$ cat config.mk
export PLATFORM = sky130hd
export DESIGN_NAME = weight_bank_loader
export DESIGN_NICKNAME = d
export VERILOG_FILES = /design/src/rtl/weight_bank_loader.sv
export SDC_FILE = /design/constraint.sdc
export NUM_CORES = 1
export LEC_CHECK = 0
export CORE_UTILIZATION = 50
export CTS_CLUSTER_DIAMETER = 150
export DETAILED_ROUTE_END_ITERATION = 12
export DONT_BUFFER_PORTS = 1
export GPL_ROUTABILITY_DRIVEN = 0
export PLACE_DENSITY = 0.68
export SLEW_MARGIN = 25
export SYNTH_ARGS = -nofsm -noshare
export SYNTH_HDL_FRONTEND = slang
export SYNTH_SLANG_ARGS = --single-unit
$ cat constraint.sdc
create_clock -name clk -period 8.1 [get_ports clk]
set_input_delay 2.025 -clock clk [delete_from_list [all_inputs] [get_ports clk]]
set_output_delay 2.025 -clock clk [all_outputs]
set_load 0.1 [all_outputs]
$ cat src/rtl/weight_bank_loader.sv
// Packs a 64-bit weight stream into 72-bit kernel words and writes them round-robin across 8 banks.
// A word is on the write port one cycle after the edge that completes it; s_tready is low only outside LOAD.
module weight_bank_loader #(
  parameter int DEPTH      = 16,
  parameter int ADDR_WIDTH = $clog2(DEPTH)
) (
  input  logic                  clk,
  input  logic                  rst,
  input  logic                  start,
  input  logic [ADDR_WIDTH-1:0] base_addr,
  input  logic [ADDR_WIDTH:0]   num_rows,
  input  logic [63:0]           s_tdata,
  input  logic                  s_tvalid,
  input  logic                  s_tlast,
  output logic                  s_tready,
  output logic [0:7]            wen,
  output logic [ADDR_WIDTH-1:0] waddr,
  output logic [71:0]           wdata,
  output logic                  busy,
  output logic                  done,
  output logic                  tlast_err
);
  localparam int BW = $clog2(9 * DEPTH + 1);

  typedef enum logic [1:0] {IDLE, LOAD, FLUSH} state_t;

  state_t                state_q, state_d;
  logic [BW-1:0]         beats_left_q, beats_left_d;
  logic [127:0]          buf_q, buf_d;
  logic [4:0]            byte_cnt_q, byte_cnt_d;
  logic [2:0]            bank_q, bank_d;
  logic [ADDR_WIDTH-1:0] row_q, row_d;
  logic [0:7]            wen_q, wen_d;
  logic [ADDR_WIDTH-1:0] waddr_q, waddr_d;
  logic [71:0]           wdata_q, wdata_d;
  logic                  done_q, done_d;
  logic                  tlast_err_q, tlast_err_d;
  logic                  pop, accept;
  logic [127:0]          rem;
  logic [4:0]            cnt_rem;

  assign s_tready  = (state_q == LOAD) && (beats_left_q != '0);
  assign accept    = s_tvalid && s_tready;
  assign pop       = byte_cnt_q >= 5'd9;
  assign wen       = wen_q;
  assign waddr     = waddr_q;
  assign wdata     = wdata_q;
  assign busy      = (state_q != IDLE);
  assign done      = done_q;
  assign tlast_err = tlast_err_q;

  always_comb begin
    state_d      = state_q;
    beats_left_d = beats_left_q;
    bank_d       = bank_q;
    row_d        = row_q;
    wen_d        = '0;
    waddr_d      = waddr_q;
    wdata_d      = wdata_q;
    done_d       = 1'b0;
    tlast_err_d  = tlast_err_q;
    rem          = pop ? (buf_q >> 72) : buf_q;
    cnt_rem      = pop ? (byte_cnt_q - 5'd9) : byte_cnt_q;
    buf_d        = rem;
    byte_cnt_d   = cnt_rem;

    if (pop) begin
      wen_d[bank_q] = 1'b1;
      waddr_d       = row_q;
      wdata_d       = buf_q[71:0];
      bank_d        = bank_q + 3'd1;
      if (bank_q == 3'd7)
        row_d = (row_q == ADDR_WIDTH'(DEPTH - 1)) ? '0 : row_q + ADDR_WIDTH'(1);
    end

    // New beat lands directly above whatever survives this cycle's pop.
    if (accept) begin
      buf_d        = rem | ({64'b0, s_tdata} << {cnt_rem, 3'b000});
      byte_cnt_d   = cnt_rem + 5'd8;
      beats_left_d = beats_left_q - BW'(1);
      if (s_tlast != (beats_left_q == BW'(1)))
        tlast_err_d = 1'b1;
    end

    case (state_q)
      IDLE: begin
        if (start) begin
          tlast_err_d = 1'b0;
          if (num_rows == '0) begin
            done_d = 1'b1;
          end else begin
            state_d      = LOAD;
            row_d        = base_addr;
            bank_d       = 3'd0;
            beats_left_d = BW'(num_rows) * BW'(9);
            buf_d        = '0;
            byte_cnt_d   = '0;
          end
        end
      end
      LOAD: begin
        if (accept && (beats_left_q == BW'(1)))
          state_d = FLUSH;
      end
      FLUSH: begin
        if (!pop) begin
          state_d = IDLE;
          done_d  = 1'b1;
        end
      end
      default: state_d = IDLE;
    endcase
  end

  always_ff @(posedge clk or posedge rst) begin
    if (rst) begin
      state_q      <= IDLE;
      beats_left_q <= '0;
      buf_q        <= '0;
      byte_cnt_q   <= '0;
      bank_q       <= '0;
      row_q        <= '0;
      wen_q        <= '0;
      waddr_q      <= '0;
      wdata_q      <= '0;
      done_q       <= 1'b0;
      tlast_err_q  <= 1'b0;
    end else begin
      state_q      <= state_d;
      beats_left_q <= beats_left_d;
      buf_q        <= buf_d;
      byte_cnt_q   <= byte_cnt_d;
      bank_q       <= bank_d;
      row_q        <= row_d;
      wen_q        <= wen_d;
      waddr_q      <= waddr_d;
      wdata_q      <= wdata_d;
      done_q       <= done_d;
      tlast_err_q  <= tlast_err_d;
    end
  end
endmodule

==> results of run 1 <==
[kinds of logic (layout without fill, tap and decap cells)]
family	Yosys count	in the layout	synth area share (%)
xor+xnor	13	13	0.883
fa+ha+maj	14	14	1.40
other cells	0	1	0
flops	236	236	45.8
buf+inv	122	78	4.54
simple gates	747	747	24.0
mux	52	52	4.05
compound gates	371	371	19.3
[cell usage after synthesis, types with 10 or more instances]
master / number
nand2b_1: 11
mux2i_1: 51
ha_1: 12
clkbuf_1: 44
inv_1: 12
a221oi_1: 18
nor2_1: 25
o21ai_0: 78
buf_2: 42
nand2_1: 604
a21oi_1: 74
o211ai_1: 34
a31oi_1: 49
nand3_1: 54
o221ai_1: 26
dfrtp_1: 236
buf_4: 10
a22oi_1: 23
a32oi_1: 24
[final timing paths]
kind                            cells past startpoint  slack (ps)            start         endpoint
worst max-delay path                                4        3950  beats_left_q[5]         s_tready
worst min-delay path                                2         480        buf_q[19]        wdata[19]
worst max register to register                      9        4050    byte_cnt_q[1]        buf_q[97]
worst min register to register                      2         480        buf_q[19]        wdata[19]
max in group asynchronous                           3        5490              rst  beats_left_q[6]
min in group asynchronous                           1        1360              rst        wdata[18]
[sequential cells by signal (all words and copies together) (netlist names)]
name          flops
wdata            72
waddr             4
byte_cnt_q        5
beats_left_q      8
row_q             4
buf_q           128
bank_q            3
tlast_err         1
wen               8
done              1
state_q           2
[area by class of cell]
cell class	instances	area share [%]
multi-input combinational	1197	46.5
sequential	236	42.5
clock buffer	40	5.94
tap	330	2.97
timing repair buffer	18	1.18
clock inverter	8	0.504
inverter	12	0.351
antenna	1	0.0180
[layout by cell type (no fill, tap or decap), types with 24 or more instances in the layout]
cell,n
nand2_1,603
dfrtp_1,236
o21ai_0,78
a21oi_1,73
nand3_1,54
mux2i_1,51
a31oi_1,49
o211ai_1,34
clkbuf_16,27
nor2_1,25
o221ai_1,25
a32oi_1,24
[metrics by stage]
stage / utilization (%) / instance area [µm²] / std cells
final: 55.0 / 13900 / 1842
after detailed placement: 51.3 / 13000 / 1792
after floorplan: - / 12900 / 1555
after global routing: 55.0 / 13900 / 1841
after CTS: 54.9 / 13900 / 1840
after global placement: 51.3 / 13000 / 1792
[metal layers]
metal | share of wire [%] | global-route usage, %
met3 | 12 | 11.8
met2 | 43 | 48.2
met4 | 5.5 | 17.3
met1 | 39 | 44.0
met5 | 0.17 | 0
[critical path, stage by stage (launching register included)]
cell and delay, ps:
dfrtp_1 400, or4_4 570, nor3_1 280, a21oi_2 100, buf_4 240
==> results.ini, run 1 <==
[sta]
timing.fmax_mhz=241
fin_hold_ws_ps=475
tightest_slew_ps=1040
rsz0062_at_grt=no
tns_ps=0
timing.final.crit_share_pct=51.2
fin_crit_ps=4150
drv_slew=0
final.setup_skew_ps=19.3
setup_slack_ps=3950
relSlewSlack_pct=30.7
setup_viol=0
finalHoldViolations=0

[cells_and_area]
syn_to_final_growth_pct=7.78
ff_latch_area_um2=5910
multi_input_area_um2=6460
layout.nets=1582
fill_cells=2352
drive_gt1_share_pct=6.49

[setup_path]
arrival_ps=2120
path_class=reg -> out
worstSetupStartpointType=flip-flop
cp_max_fo=4
worstPathRequired_ps=6080
end_kind=output pin

[run_status]
status=complete, no violations

[route]
via_count=11900
drc=0
post_drt_wl_per_cell_um=23.9
dr.pass1.iters=7
wl_um=44000
drtIter0Drc=1686
drt.antenna.violating_nets=0
drt-vias-per-instance=6.48

[clock_tree]
cts_made_buffers=26
cts_sinks=236
clkSlewWorstSetupHoldPaths_ps=60
clk-insertion-delay-late_ps=550
postCtsSetupBuffers=0
cts_tree=built
cts_htree_levels=1
cts_resized=0
cts-root-buf=clkbuf_16
cts_hold_buf=0
clockBufferDepth=3

[global_route]
grt_max_degree=117
grt_use_total_pct=33.4
grt_pass1_wl_um=67500
antenna_found_initial=2
grt_pass1_vias=11200
grt_overflow=0

[die]
num_io_pins=166
die_height_um=163
rows=58
core-area_um2=25300
dieArea_um2=26400
die_w_um=163
initial_core_util_pct=51.0

[logic_synthesis]
yosys_warnings=0
yosysTopAreaCellShare_pct=45.8
synth_cells=1555
syn_area_um2=12900
seq_area_frac_synth_pct=45.8
yosys-top-cells-area=dfrtp_1 46%, nand2_1 18%, mux2i_1 4.0%
synthArstFlopShare_pct=100
syn-num-nets=1646
synth_top_cell_by_area=dfrtp_1
synth-seq-cells=236
syn_avg_cell_area_um2=8.29
yosys.cell_types.count=67
synth_edf_count=0
synth-main-ff-cell=dfrtp_1

[place]
place_ws_ps=3730
detailed_place_hpwl_um=29800
io_buffers=0

[hold_path]
worstHoldPathType=reg -> reg

[flow_run]
cap_violations=0

Power of run 1 is left out: the tool's default activity adds up to more than one toggle a clock period on the data nets, which glitch-free logic cannot reach.
==> run 2: changes to the inputs <==
--- a/config.mk
+++ b/config.mk
@@ -10,7 +10,6 @@
 export DETAILED_ROUTE_END_ITERATION = 12
 export DONT_BUFFER_PORTS = 1
 export GPL_ROUTABILITY_DRIVEN = 0
-export PLACE_DENSITY = 0.68
 export SLEW_MARGIN = 25
 export SYNTH_ARGS = -nofsm -noshare
 export SYNTH_HDL_FRONTEND = slang
==> constraint.sdc (replaced) <==
create_clock -name clk -period 4.2 [get_ports clk]
set_input_delay 1.05 -clock clk [delete_from_list [all_inputs] [get_ports clk]]
set_output_delay 1.05 -clock clk [all_outputs]
set_load 0.1 [all_outputs]
==> run 2 against run 1 <==
- setup slack worse by 3200 ps
- sequential share of layout area fell by 0.76 points
- register-to-register slack got worse by 3300 ps
- flip-flop and latch count did not move
- worst hold slack got worse by 4.0 ps
- critical endpoint is now buf_q[101]
- core utilization is 1.0 points higher
==> results.ini, run 2 (synthesis results as in run 1) <==
[cells_and_area]
drive_gt1_share_pct=7.45
largest_reg_flops=128
final_cell_mix=603 x nand2_1, 236 x dfrtp_1, 78 x o21ai_0
syn_to_final_growth_pct=9.73
fin_cells=1861
final_common_cell=nand2_1
layout.nets=1600
regMostFlops=buf_q

[die]
die_height_um=163
die_w_um=163
initial_core_util_pct=51.0
core-area_um2=25300
rows=58
dieArea_um2=26400
num_io_pins=166

[clock_tree]
clk-insertion-delay-late_ps=550
cts_hold_buf=0
cts_sinks=236
cts_tree=built
clkSlewWorstSetupHoldPaths_ps=70
cts-root-buf=clkbuf_16
clockBufferDepth=3
postCtsSetupBuffers=0
cts_htree_levels=1
cts_resized=0
cts_made_buffers=27

[global_route]
grt_overflow=0
grt_pass1_vias=11400
grt_max_degree=73
antenna_found_initial=2
grt_pass1_wl_um=69400
grt_use_total_pct=34.7

[sta]
fin_crit_ps=3480
timing.fmax_mhz=287
drv_slew=0
final.setup_skew_ps=12.0
setup_viol=0
timing.final.crit_share_pct=82.9
tightest_slew_ps=988
rsz0062_at_grt=no
finalHoldViolations=0
tns_ps=0
relSlewSlack_pct=32.3

[route]
via_count=12000
wl_um=45800
drt.antenna.violating_nets=0
post_drt_wl_per_cell_um=24.6
drtIter0Drc=1324
drc=0
drt-vias-per-instance=6.45
dr.pass1.iters=6

[hold_path]
min_to=wdata[27]
min_path_cells=2
worstHoldPathType=reg -> reg
min_from=buf_q[27]

[setup_path]
end_kind=flip-flop
ff2ff_path_depth=9
worstPathRequired_ps=4630
path_class=reg -> reg
worstSetupStartpointType=flip-flop
r2r_start=byte_cnt_q[0]
cp_max_fo=31
arrival_ps=3910
rrSetupSlack_ps=720
reg2reg_to=buf_q[101]

[run_status]
status=complete, no violations

[flow_run]
cap_violations=0

[place]
dp.cells=1810
detailed_place_hpwl_um=32200
io_buffers=0

## run 2: layout make-up
| cell class | count | area (µm²) |
|---|---|---|
| diodes | 1 | 2.50 |
| clock buffers | 33 | 728 |
| clock inverters | 17 | 229 |
| fillers | 2327 | 11100 |
| inverters | 12 | 48.8 |
| multi-input cells | 1197 | 6450 |
| flip-flops and latches | 236 | 5910 |
| well taps | 330 | 413 |
| repair buffers | 35 | 363 |
## run 2: layer usage
layer | GRT usage (%) | up-vias | wire length [µm]
met1 | 47.0 | 5769 | 18700
met4 | 16.9 | 0 | 2310
li1 | - | 5341 | -
met5 | 0 | - | 0
met2 | 50.2 | 733 | 19500
met3 | 10.6 | 153 | 5320
## run 2: worst max-delay path, stage by stage, from the launching register on
cell       delay, ps
dfrtp_1          630
inv_1             90
ha_1             380
o21a_1           200
o2bb2ai_4        730
buf_4            420
mux2i_1          400
o21ai_0          110
o21ai_0          280
a21oi_1          110
## run 2: worst max-delay path by stage
stage | start | to | cells past startpoint | slack, ps
4_1_cts | byte_cnt_q[0] | buf_q[101] | 9 | 810
3_3_place_gp | byte_cnt_q[0] | buf_q[101] | 9 | 870
5_1_grt | byte_cnt_q[0] | buf_q[101] | 9 | 530
3_5_place_dp | byte_cnt_q[0] | buf_q[101] | 9 | 820
6_report | byte_cnt_q[0] | buf_q[101] | 9 | 720
2_1_floorplan | rst | bank_q[0] | 1 | 60
## run 2: stage by stage
step	util [%]	cell area [µm²]	hold slack, ps	worst slack, ps
final	56.0	14100	471	717
after global routing	56.0	14100	491	530
after CTS	56.0	14100	469	814
after detailed placement	52.2	13200	455	823
after global placement	52.2	13200	458	866
after floorplan	-	12900	446	58.1
Power of run 2 is left out for the same reason.
